==> src/rtl/rvx_core_redirect_ctrl.sv <==
`default_nettype none
// ============================================================================
// Module   : rvx_core_redirect_ctrl
// Purpose  : Sequences control-flow redirects from the branch comparator and
//            the trap logic. It captures a taken branch/jump or trap target,
//            holds a redirect request until fetch accepts it, flushes stage 0
//            and stalls stage 1 while the redirect is outstanding, and then
//            discards DRAIN_CYCLES in-flight fetch responses.
// Revision : 1.0 - initial release
//
// Ports
//   clock             in   1   core clock, rising edge
//   reset_n           in   1   synchronous active-low reset
//   valid_s1          in   1   stage-1 instruction valid
//   take_branch_s1    in   1   branch/jump resolved taken in stage 1
//   branch_target_s1  in  32   branch/jump target
//   trap_request      in   1   trap/interrupt/mret redirect (beats branches)
//   trap_target       in  32   trap/return target
//   redirect_ready    in   1   fetch accepts the redirect this cycle
//   redirect_valid    out  1   redirect request pending
//   redirect_pc       out 32   pending redirect target
//   flush_s0          out  1   squash stage-0 instruction
//   stall_s1          out  1   hold stage 1
//   misaligned_s1     out  1   one-cycle pulse, taken target not word aligned
//   busy              out  1   controller not in RUN
//   taken_count       out 32   (RVX_REDIRECT_STATS_EN) aligned branches taken
//   trap_count        out 32   (RVX_REDIRECT_STATS_EN) traps captured
//
// Optional feature macro: RVX_REDIRECT_STATS_EN adds the two event counters.
// ============================================================================
module rvx_core_redirect_ctrl #(
  parameter int DRAIN_CYCLES = 2,
  parameter int CNT_W        = 4
) (
  input  logic        clock,
  input  logic        reset_n,
  input  logic        valid_s1,
  input  logic        take_branch_s1,
  input  logic [31:0] branch_target_s1,
  input  logic        trap_request,
  input  logic [31:0] trap_target,
  input  logic        redirect_ready,
  output logic        redirect_valid,
  output logic [31:0] redirect_pc,
  output logic        flush_s0,
  output logic        stall_s1,
  output logic        misaligned_s1,
  output logic        busy
`ifdef RVX_REDIRECT_STATS_EN
  ,
  output logic [31:0] taken_count,
  output logic [31:0] trap_count
`endif
);

  // Counter load value on acceptance; the counter holds "drain cycles left
  // after this one", so a load of N-1 yields exactly N DRAIN cycles.
  localparam logic [CNT_W-1:0] c_DRAIN_LOAD =
      (DRAIN_CYCLES == 0) ? '0 : CNT_W'(DRAIN_CYCLES - 1);
  localparam logic c_DRAIN_EN = (DRAIN_CYCLES != 0);

  typedef enum logic [1:0] {
    ST_RUN   = 2'd0,
    ST_REQ   = 2'd1,
    ST_DRAIN = 2'd2
  } state_t;

  state_t           r_state;
  state_t           w_state_nxt;
  logic [CNT_W-1:0] r_cnt;
  logic [CNT_W-1:0] w_cnt_nxt;
  logic [31:0]      r_pc;
  logic [31:0]      w_pc_nxt;
  logic             r_mis;
  logic             w_mis_nxt;

  logic w_branch;
  logic w_branch_aligned;

  // Traps always win over a branch resolved in the same cycle.
  assign w_branch         = valid_s1 & take_branch_s1 & ~trap_request;
  assign w_branch_aligned = w_branch & (branch_target_s1[1:0] == 2'b00);

  assign redirect_pc   = r_pc;
  assign misaligned_s1 = r_mis;

  always_ff @(posedge clock) begin
    if (!reset_n) begin
      r_state <= ST_RUN;
      r_cnt   <= '0;
      r_pc    <= 32'h0;
      r_mis   <= 1'b0;
    end else begin
      r_state <= w_state_nxt;
      r_cnt   <= w_cnt_nxt;
      r_pc    <= w_pc_nxt;
      r_mis   <= w_mis_nxt;
    end
  end

  always_comb begin
    w_state_nxt    = r_state;
    w_cnt_nxt      = r_cnt;
    w_pc_nxt       = r_pc;
    w_mis_nxt      = 1'b0;
    redirect_valid = 1'b0;
    flush_s0       = 1'b0;
    stall_s1       = 1'b0;
    busy           = 1'b1;

    case (r_state)
      ST_RUN: begin
        busy = 1'b0;
        if (trap_request) begin
          w_state_nxt = ST_REQ;
          w_pc_nxt    = trap_target;
          flush_s0    = 1'b1;
        end else if (w_branch_aligned) begin
          w_state_nxt = ST_REQ;
          w_pc_nxt    = branch_target_s1;
          flush_s0    = 1'b1;
        end else if (w_branch) begin
          w_mis_nxt = 1'b1;
        end
      end

      ST_REQ: begin
        redirect_valid = 1'b1;
        flush_s0       = 1'b1;
        stall_s1       = 1'b1;
        // A trap here re-arms REQ with the new target. If fetch accepts in the
        // same cycle, it takes the old r_pc and the trap becomes a fresh REQ.
        if (trap_request) begin
          w_pc_nxt = trap_target;
        end else if (redirect_ready) begin
          if (c_DRAIN_EN) begin
            w_state_nxt = ST_DRAIN;
            w_cnt_nxt   = c_DRAIN_LOAD;
          end else begin
            w_state_nxt = ST_RUN;
          end
        end
      end

      ST_DRAIN: begin
        flush_s0 = 1'b1;
        stall_s1 = 1'b1;
        if (trap_request) begin
          w_state_nxt = ST_REQ;
          w_pc_nxt    = trap_target;
          w_cnt_nxt   = '0;
        end else if (r_cnt == '0) begin
          w_state_nxt = ST_RUN;
        end else begin
          w_cnt_nxt = r_cnt - 1'b1;
        end
      end

      default: begin
        w_state_nxt = ST_RUN;
        w_cnt_nxt   = '0;
      end
    endcase
  end

`ifdef RVX_REDIRECT_STATS_EN
  logic [31:0] r_taken_count;
  logic [31:0] r_trap_count;

  always_ff @(posedge clock) begin
    if (!reset_n) begin
      r_taken_count <= 32'h0;
      r_trap_count  <= 32'h0;
    end else begin
      if ((r_state == ST_RUN) && w_branch_aligned) begin
        r_taken_count <= r_taken_count + 32'd1;
      end
      // Every state captures a trap, so every asserted request is counted.
      if (trap_request) begin
        r_trap_count <= r_trap_count + 32'd1;
      end
    end
  end

  assign taken_count = r_taken_count;
  assign trap_count  = r_trap_count;
`endif

endmodule
`default_nettype wire

==> config.mk <==
export PLATFORM = sky130hd
export DESIGN_NAME = rvx_core_redirect_ctrl
export DESIGN_NICKNAME = d
export VERILOG_FILES = /design/src/rtl/rvx_core_redirect_ctrl.sv
export SDC_FILE = /design/constraint.sdc
export NUM_CORES = 1
export LEC_CHECK = 0
export ABC_CLOCK_PERIOD_IN_PS = 6200
export BUFFER_PORTS_ARGS = -buffer_cell sky130_fd_sc_hd__buf_2
export CORE_MARGIN = 2
export CORE_UTILIZATION = 49
export DETAILED_ROUTE_END_ITERATION = 12
export PLACE_DENSITY = 0.92
export SKIP_LAST_GASP = 1
export SLEW_MARGIN = 10
export SYNTH_ARGS = -nofsm -noshare
export SYNTH_HDL_FRONTEND = slang
export SYNTH_SLANG_ARGS = --single-unit
==> constraint.sdc <==
create_clock -name clock -period 6.2 [get_ports clock]
set_clock_uncertainty 0.2 [all_clocks]
set_input_delay 1.55 -clock clock [delete_from_list [all_inputs] [get_ports clock]]
set_output_delay 1.55 -clock clock [all_outputs]
set_load 0.1 [all_outputs]
==> results of run 1 <==
## kinds of logic after synthesis
group	after synthesis
buf+inv	25
flops	39
fa+ha+maj	7
simple gates	58
compound gates	44
mux	35
## cells in the final DEF, fill, tap and decap left out, types with 2 or more instances in the layout
cell type and n:
buf_2 106, dfxtp_1 39, mux2i_1 35, nand3_1 33
o211a_1 32, ha_1 7, clkbuf_8 7, nand2_1 5
inv_1 4, nor2_1 3, inv_2 2, a21oi_1 2
nor3_1 2, nand2b_1 2, nand3b_1 2, nor2b_1 2
## area by class of cell
| type | count | area, um^2 |
|---|---|---|
| Multi-Input combinational cell | 144 | 1210 |
| Tap cell | 50 | 62.6 |
| Inverter | 6 | 22.5 |
| Timing Repair Buffer | 106 | 531 |
| Clock buffer | 8 | 100 |
| Sequential cell | 39 | 781 |
| Fill cell | 335 | 1380 |
## worst max-delay path by stage
stage	from	cells past startpoint	to
after floorplan	branch_target_s1[0]	3	flush_s0
after global placement	branch_target_s1[0]	5	flush_s0
after detailed placement	branch_target_s1[0]	5	flush_s0
after CTS	branch_target_s1[0]	5	flush_s0
after global routing	branch_target_s1[0]	5	flush_s0
final	branch_target_s1[0]	5	flush_s0
## metal layers
layer / vias to the layer above / GRT usage
met5: - / 0
met4: 0 / 0.0385
li1: 950 / -
met2: 74 / 0.386
met1: 920 / 0.228
met3: 4 / 0.0567
## Yosys cell counts (2+ instances only)
library cell | number | share of area
dfxtp_1 | 39 | 0.37
mux2i_1 | 35 | 0.17
nand3_1 | 33 | 0.078
o211a_1 | 32 | 0.15
clkbuf_1 | 8 | 0.014
ha_1 | 7 | 0.041
nand2_1 | 5 | 0.0089
buf_2 | 4 | 0.0095
buf_6 | 4 | 0.021
inv_1 | 4 | 0.0071
buf_1 | 3 | 0.0053
nor2_1 | 3 | 0.0053
a21oi_1 | 2 | 0.0047
inv_2 | 2 | 0.0035
nand2b_1 | 2 | 0.0059
nand3b_1 | 2 | 0.0071
nor2b_1 | 2 | 0.0059
nor3_1 | 2 | 0.0047
## registers in the layout, summed over array words and instances (netlist names)
register and cells:
misaligned_s1 1, r_cnt 4, r_state 2, redirect_pc 32
## power by group
group / switching, W / leakage [nW] / internal [W]
Combinational: 0.000838 / 1.20 / 0.000224
Clock: 0.0000826 / 0.0515 / 0.000102
Sequential: 0.0000378 / 0.323 / 0.000323
## metrics by stage
stage,utilization,instances
after floorplan,-,208
after global placement,0.637,345
after detailed placement,0.637,345
after CTS,0.662,353
after global routing,0.662,353
final,0.662,353
==> results.py, run 1 <==
metrics = {
    "status": {
        "status": "finished clean",
    },
    "cts": {
        "htree_levels": 2,
        "cts_tree": "yes",
        "postCtsResizedCells": 0,
        "root_buffer": "clkbuf_8",
        "postCtsHoldBufs": 0,
        "clock_sinks": 39,
        "clk-insertion-delay-late_ns": 0.28,
        "cts_buffer_depth": 2,
        "clk_pin_slew_ns": 0.07,
        "cts_buffers": 5,
        "cts_post_setup_buffers_inserted": 0,
    },
    "hold_path": {
        "hold_depth": 1,
        "hold_start": "redirect_pc[24]",
        "hp-class": "register to register",
        "hold_path_end": "redirect_pc[24]",
    },
    "synthesis": {
        "avgSynthCellArea_um2": 10.2,
        "yosys_warnings": 0,
        "yosysSeqAreaShare": 0.369,
        "synth_fa_ha_area_frac": 0.0413,
        "synth_compound_area_frac": 0.204,
        "yosys.area_share.simple": 0.160,
        "synthArstFlopShare": 0,
        "synthXorXnorAreaFrac": 0,
        "synth_seq_cells": 39,
        "synth_top_family_by_area": "compound AO/OA/AOI/OAI gates",
        "synth_area_um2": 2120,
        "ys_types": 37,
        "muxShareOfSynthArea": 0.165,
        "syn_inst": 208,
        "synth_nets": 285,
        "ys.flop_type": "dfxtp_1",
        "synth_edf_count": 0,
    },
    "drt": {
        "final_antenna_net_count": 0,
        "via_count": 1948,
        "met1_length_mm": 2.10,
        "top_layer": "met4",
        "vias_per_cell": 5.52,
        "wl_met2_mm": 2.36,
        "wl_met3_um": 342,
        "drtIter0Drc": 64,
        "drt_pass1_iterations": 4,
        "wl_per_cell_um": 13.7,
        "drt-total-wl_mm": 4.85,
        "drc_errors": 0,
    },
    "worst_setup_path": {
        "critPathArrivalTime_ns": 2.64,
        "worst_setup_path_end_kind": "output port",
        "path_cells": "buf_2, and4bb_4, o21ai_0, a21oi_1, buf_2",
        "path_delay_family": "buffers and inverters",
        "worstPathRequired_ns": 4.45,
        "crit_type": "input port to output port",
        "cp.buffers_inverters": 2,
        "r2r_slack_ns": 3.36,
        "worst_path_largest_cell_delay_ns": 0.43,
        "crit_top_cell": "buf_2",
        "reg2reg_to": "redirect_pc[22]",
        "start_kind": "input port",
        "critPathSlowestCell": "buf_2",
        "r2r_cells": 6,
        "rr_startpoint": "r_state[0]",
        "crit_fanout": 3,
    },
    "power": {
        "totalPowerFinal_w": 0.00161,
        "peakVddDrop_mv": 0.300,
        "p_leak_nw": 1.57,
        "pwr_density_cell_nw_per_um2": 594,
    },
    "placement": {
        "place_ws_ns": 1.80,
        "port_buffers": 106,
        "hpwlAfterDp_mm": 3.41,
        "gp_routability_congestion": 0.770,
        "dpl_cell_area_um2": 2610,
    },
    "final_layout": {
        "postLayoutCellArea_um2": 2710,
        "antenna_cells": 0,
        "area_delta_synth_final_pct": 27.7,
        "fin_nets": 379,
        "drive_above_1_share": 0.406,
    },
    "timing": {
        "worst_slew_pin_slew_ns": 1.16,
        "timing.final.crit_period_ns": 4.39,
        "setup_ws_ns": 1.81,
        "relSlewSlack": 0.225,
        "fmax_mhz": 228,
        "setup_viol": 0,
        "final_max_slew_viol_count": 0,
        "fin_tns_setup_ns": 0,
        "rsz0062_at_grt": "false",
        "hold_viol_final": 0,
        "finalCritPeriodShare": 0.709,
        "finalHoldWorstSlack_ns": 0.297,
    },
    "floorplanning": {
        "rows": 23,
        "core_um2": 4090,
        "die_h_um": 69.8,
        "die_w_um": 69.8,
        "io-pin-count": 107,
        "initial_core_util": 0.518,
        "die-area_um2": 4870,
    },
    "global_routing": {
        "antenna_found_initial": 0,
        "globalRouteOverflowTotal": 0,
        "grt_pass1_wl_mm": 8.31,
        "grt_pass1_vias": 1921,
        "grt_max_degree": 44,
        "gr-usage-all-layers": 0.204,
    },
    "job": {
        "maxCapViolCount": 0,
    },
}
(Power assumes the default switching activity.)
==> run 2: changes to the inputs <==
Settings changed: ABC_CLOCK_PERIOD_IN_PS 6200 to 3500, CORE_UTILIZATION 49 to 41, PLACE_DENSITY 0.92 to 0.83.
Clock period 6.2 ns to 3.5 ns, I/O delays scaled along.
==> results.py, run 2 (synthesis results as in run 1) <==
metrics = {
    "floorplanning": {
        "die_w_um": 75.9,
        "initial_core_util": 0.420,
        "io-pin-count": 107,
        "rows": 26,
        "die-area_um2": 5760,
        "core_um2": 5040,
        "die_h_um": 75.9,
    },
    "drt": {
        "wl_per_cell_um": 13.3,
        "vias_per_cell": 5.20,
        "drc_errors": 0,
        "drtIter0Drc": 64,
        "drt_pass1_iterations": 4,
        "final_antenna_net_count": 0,
        "drt-total-wl_mm": 4.98,
        "via_count": 1957,
    },
    "worst_setup_path": {
        "crit_fanout": 3,
        "worstPathRequired_ns": 2.42,
        "worst_setup_path_end_kind": "output port",
        "crit_type": "input port to output port",
        "critPathArrivalTime_ns": 2.06,
        "start_kind": "input port",
    },
    "status": {
        "status": "finished clean",
    },
    "timing": {
        "rsz0062_at_grt": "false",
        "fmax_mhz": 318,
        "hold_viol_final": 0,
        "worst_slew_pin_slew_ns": 0.639,
        "relSlewSlack": 0.573,
        "finalCritPeriodShare": 0.897,
        "timing.final.crit_period_ns": 3.14,
        "setup_viol": 0,
        "fin_tns_setup_ns": 0,
        "final_max_slew_viol_count": 0,
    },
    "global_routing": {
        "grt_pass1_vias": 1798,
        "antenna_found_initial": 0,
        "globalRouteOverflowTotal": 0,
        "gr-usage-all-layers": 0.174,
        "grt_pass1_wl_mm": 7.80,
        "grt_max_degree": 34,
    },
    "placement": {
        "port_buffers": 106,
        "hpwlAfterDp_mm": 3.66,
        "gp_routability_congestion": 0.777,
    },
    "power": {
        "peakVddDrop_mv": 0.587,
        "p_leak_nw": 1.60,
        "pwr_density_cell_nw_per_um2": 1060,
    },
    "final_layout": {
        "ff_latch_area_um2": 781,
        "layout_commonest_cell": "buf_2",
        "layout_common_cells": "buf_2 (106), dfxtp_1 (39), mux2i_1 (35)",
        "largest_reg_flops": 32,
        "drive_above_1_share": 0.418,
        "antenna_cells": 0,
        "fin_nets": 382,
        "final_util": 0.554,
        "fill_cells": 451,
        "multi_input_area_um2": 1220,
        "area_delta_synth_final_pct": 31.9,
    },
    "cts": {
        "postCtsHoldBufs": 0,
        "root_buffer": "clkbuf_8",
        "postCtsResizedCells": 0,
        "cts_tree": "yes",
        "cts_post_setup_buffers_inserted": 0,
        "clk_pin_slew_ns": 0.08,
        "clock_sinks": 39,
        "cts_buffer_depth": 2,
        "cts_buffers": 5,
        "htree_levels": 2,
        "clk-insertion-delay-late_ns": 0.28,
    },
    "job": {
        "maxCapViolCount": 0,
    },
    "hold_path": {
        "hp-class": "register to register",
    },
}
-- run 2: cell types whose count changed in the layout (fill, tap and decap cells not counted) --
cell	delta
buf_4	+2
clkbuf_8	-1
bufinv_16	+1
clkinv_2	+1
buf_12	+1
a21oi_1	-1
a21oi_4	+1
clkbuf_1	-1
-- run 2: path summary, 6_finish.rpt --
| path | cells past startpoint | slack [ns] | to | start |
|---|---|---|---|---|
| setup / recovery | 5 | 0.36 | flush_s0 | branch_target_s1[0] |
| hold / removal | 1 | 0.30 | redirect_pc[15] | redirect_pc[15] |
| hold reg to reg | 1 | 0.30 | redirect_pc[15] | redirect_pc[15] |
| setup reg to reg | 7 | 1.03 | redirect_pc[23] | r_state[0] |
-- run 2: worst max-delay path, stage by stage --
cell and delay (ns):
buf_2 0.11, and4bb_4 0.34, o21ai_0 0.13, a21oi_4 0.17
buf_2 0.43
-- run 2: area by class of cell --
| type | instances | share of cell area |
|---|---|---|
| Timing Repair Buffer | 109 | 0.202 |
| Sequential cell | 39 | 0.279 |
| Tap cell | 70 | 0.0313 |
| Inverter | 6 | 0.00806 |
| Multi-Input combinational cell | 144 | 0.437 |
| Clock inverter | 2 | 0.0125 |
| Clock buffer | 6 | 0.0296 |
-- run 2: power by group --
part           leakage, nW  switching [W]  internal, W
logic                 1.22        0.00150     0.000423
registers            0.323      0.0000682     0.000572
clock network       0.0612       0.000156     0.000231
total                 1.60        0.00172      0.00123
-- run 2: per-layer routing --
layer / vias to the layer above / routed length, um / GRT usage
met1: 913 / 2160 / 0.203
met2: 76 / 2470 / 0.312
li1: 964 / - / -
met4: 0 / 20 / 0.0429
met5: - / 0 / 0
met3: 4 / 323 / 0.0503
-- run 2: metrics by stage --
step | cell area, um^2 | cells | hold slack (ns) | setup slack, ns | power, W
floorplan | 2130 | 208 | 0.268 | 0.259 | 0.00231
detailed placement | 2680 | 368 | 0.282 | 0.359 | 0.00258
global placement | 2680 | 368 | 0.274 | 0.388 | 0.00256
global route | 2790 | 376 | 0.319 | 0.310 | 0.00309
finish | 2790 | 376 | 0.297 | 0.360 | 0.00295
CTS | 2790 | 376 | 0.302 | 0.357 | 0.00297
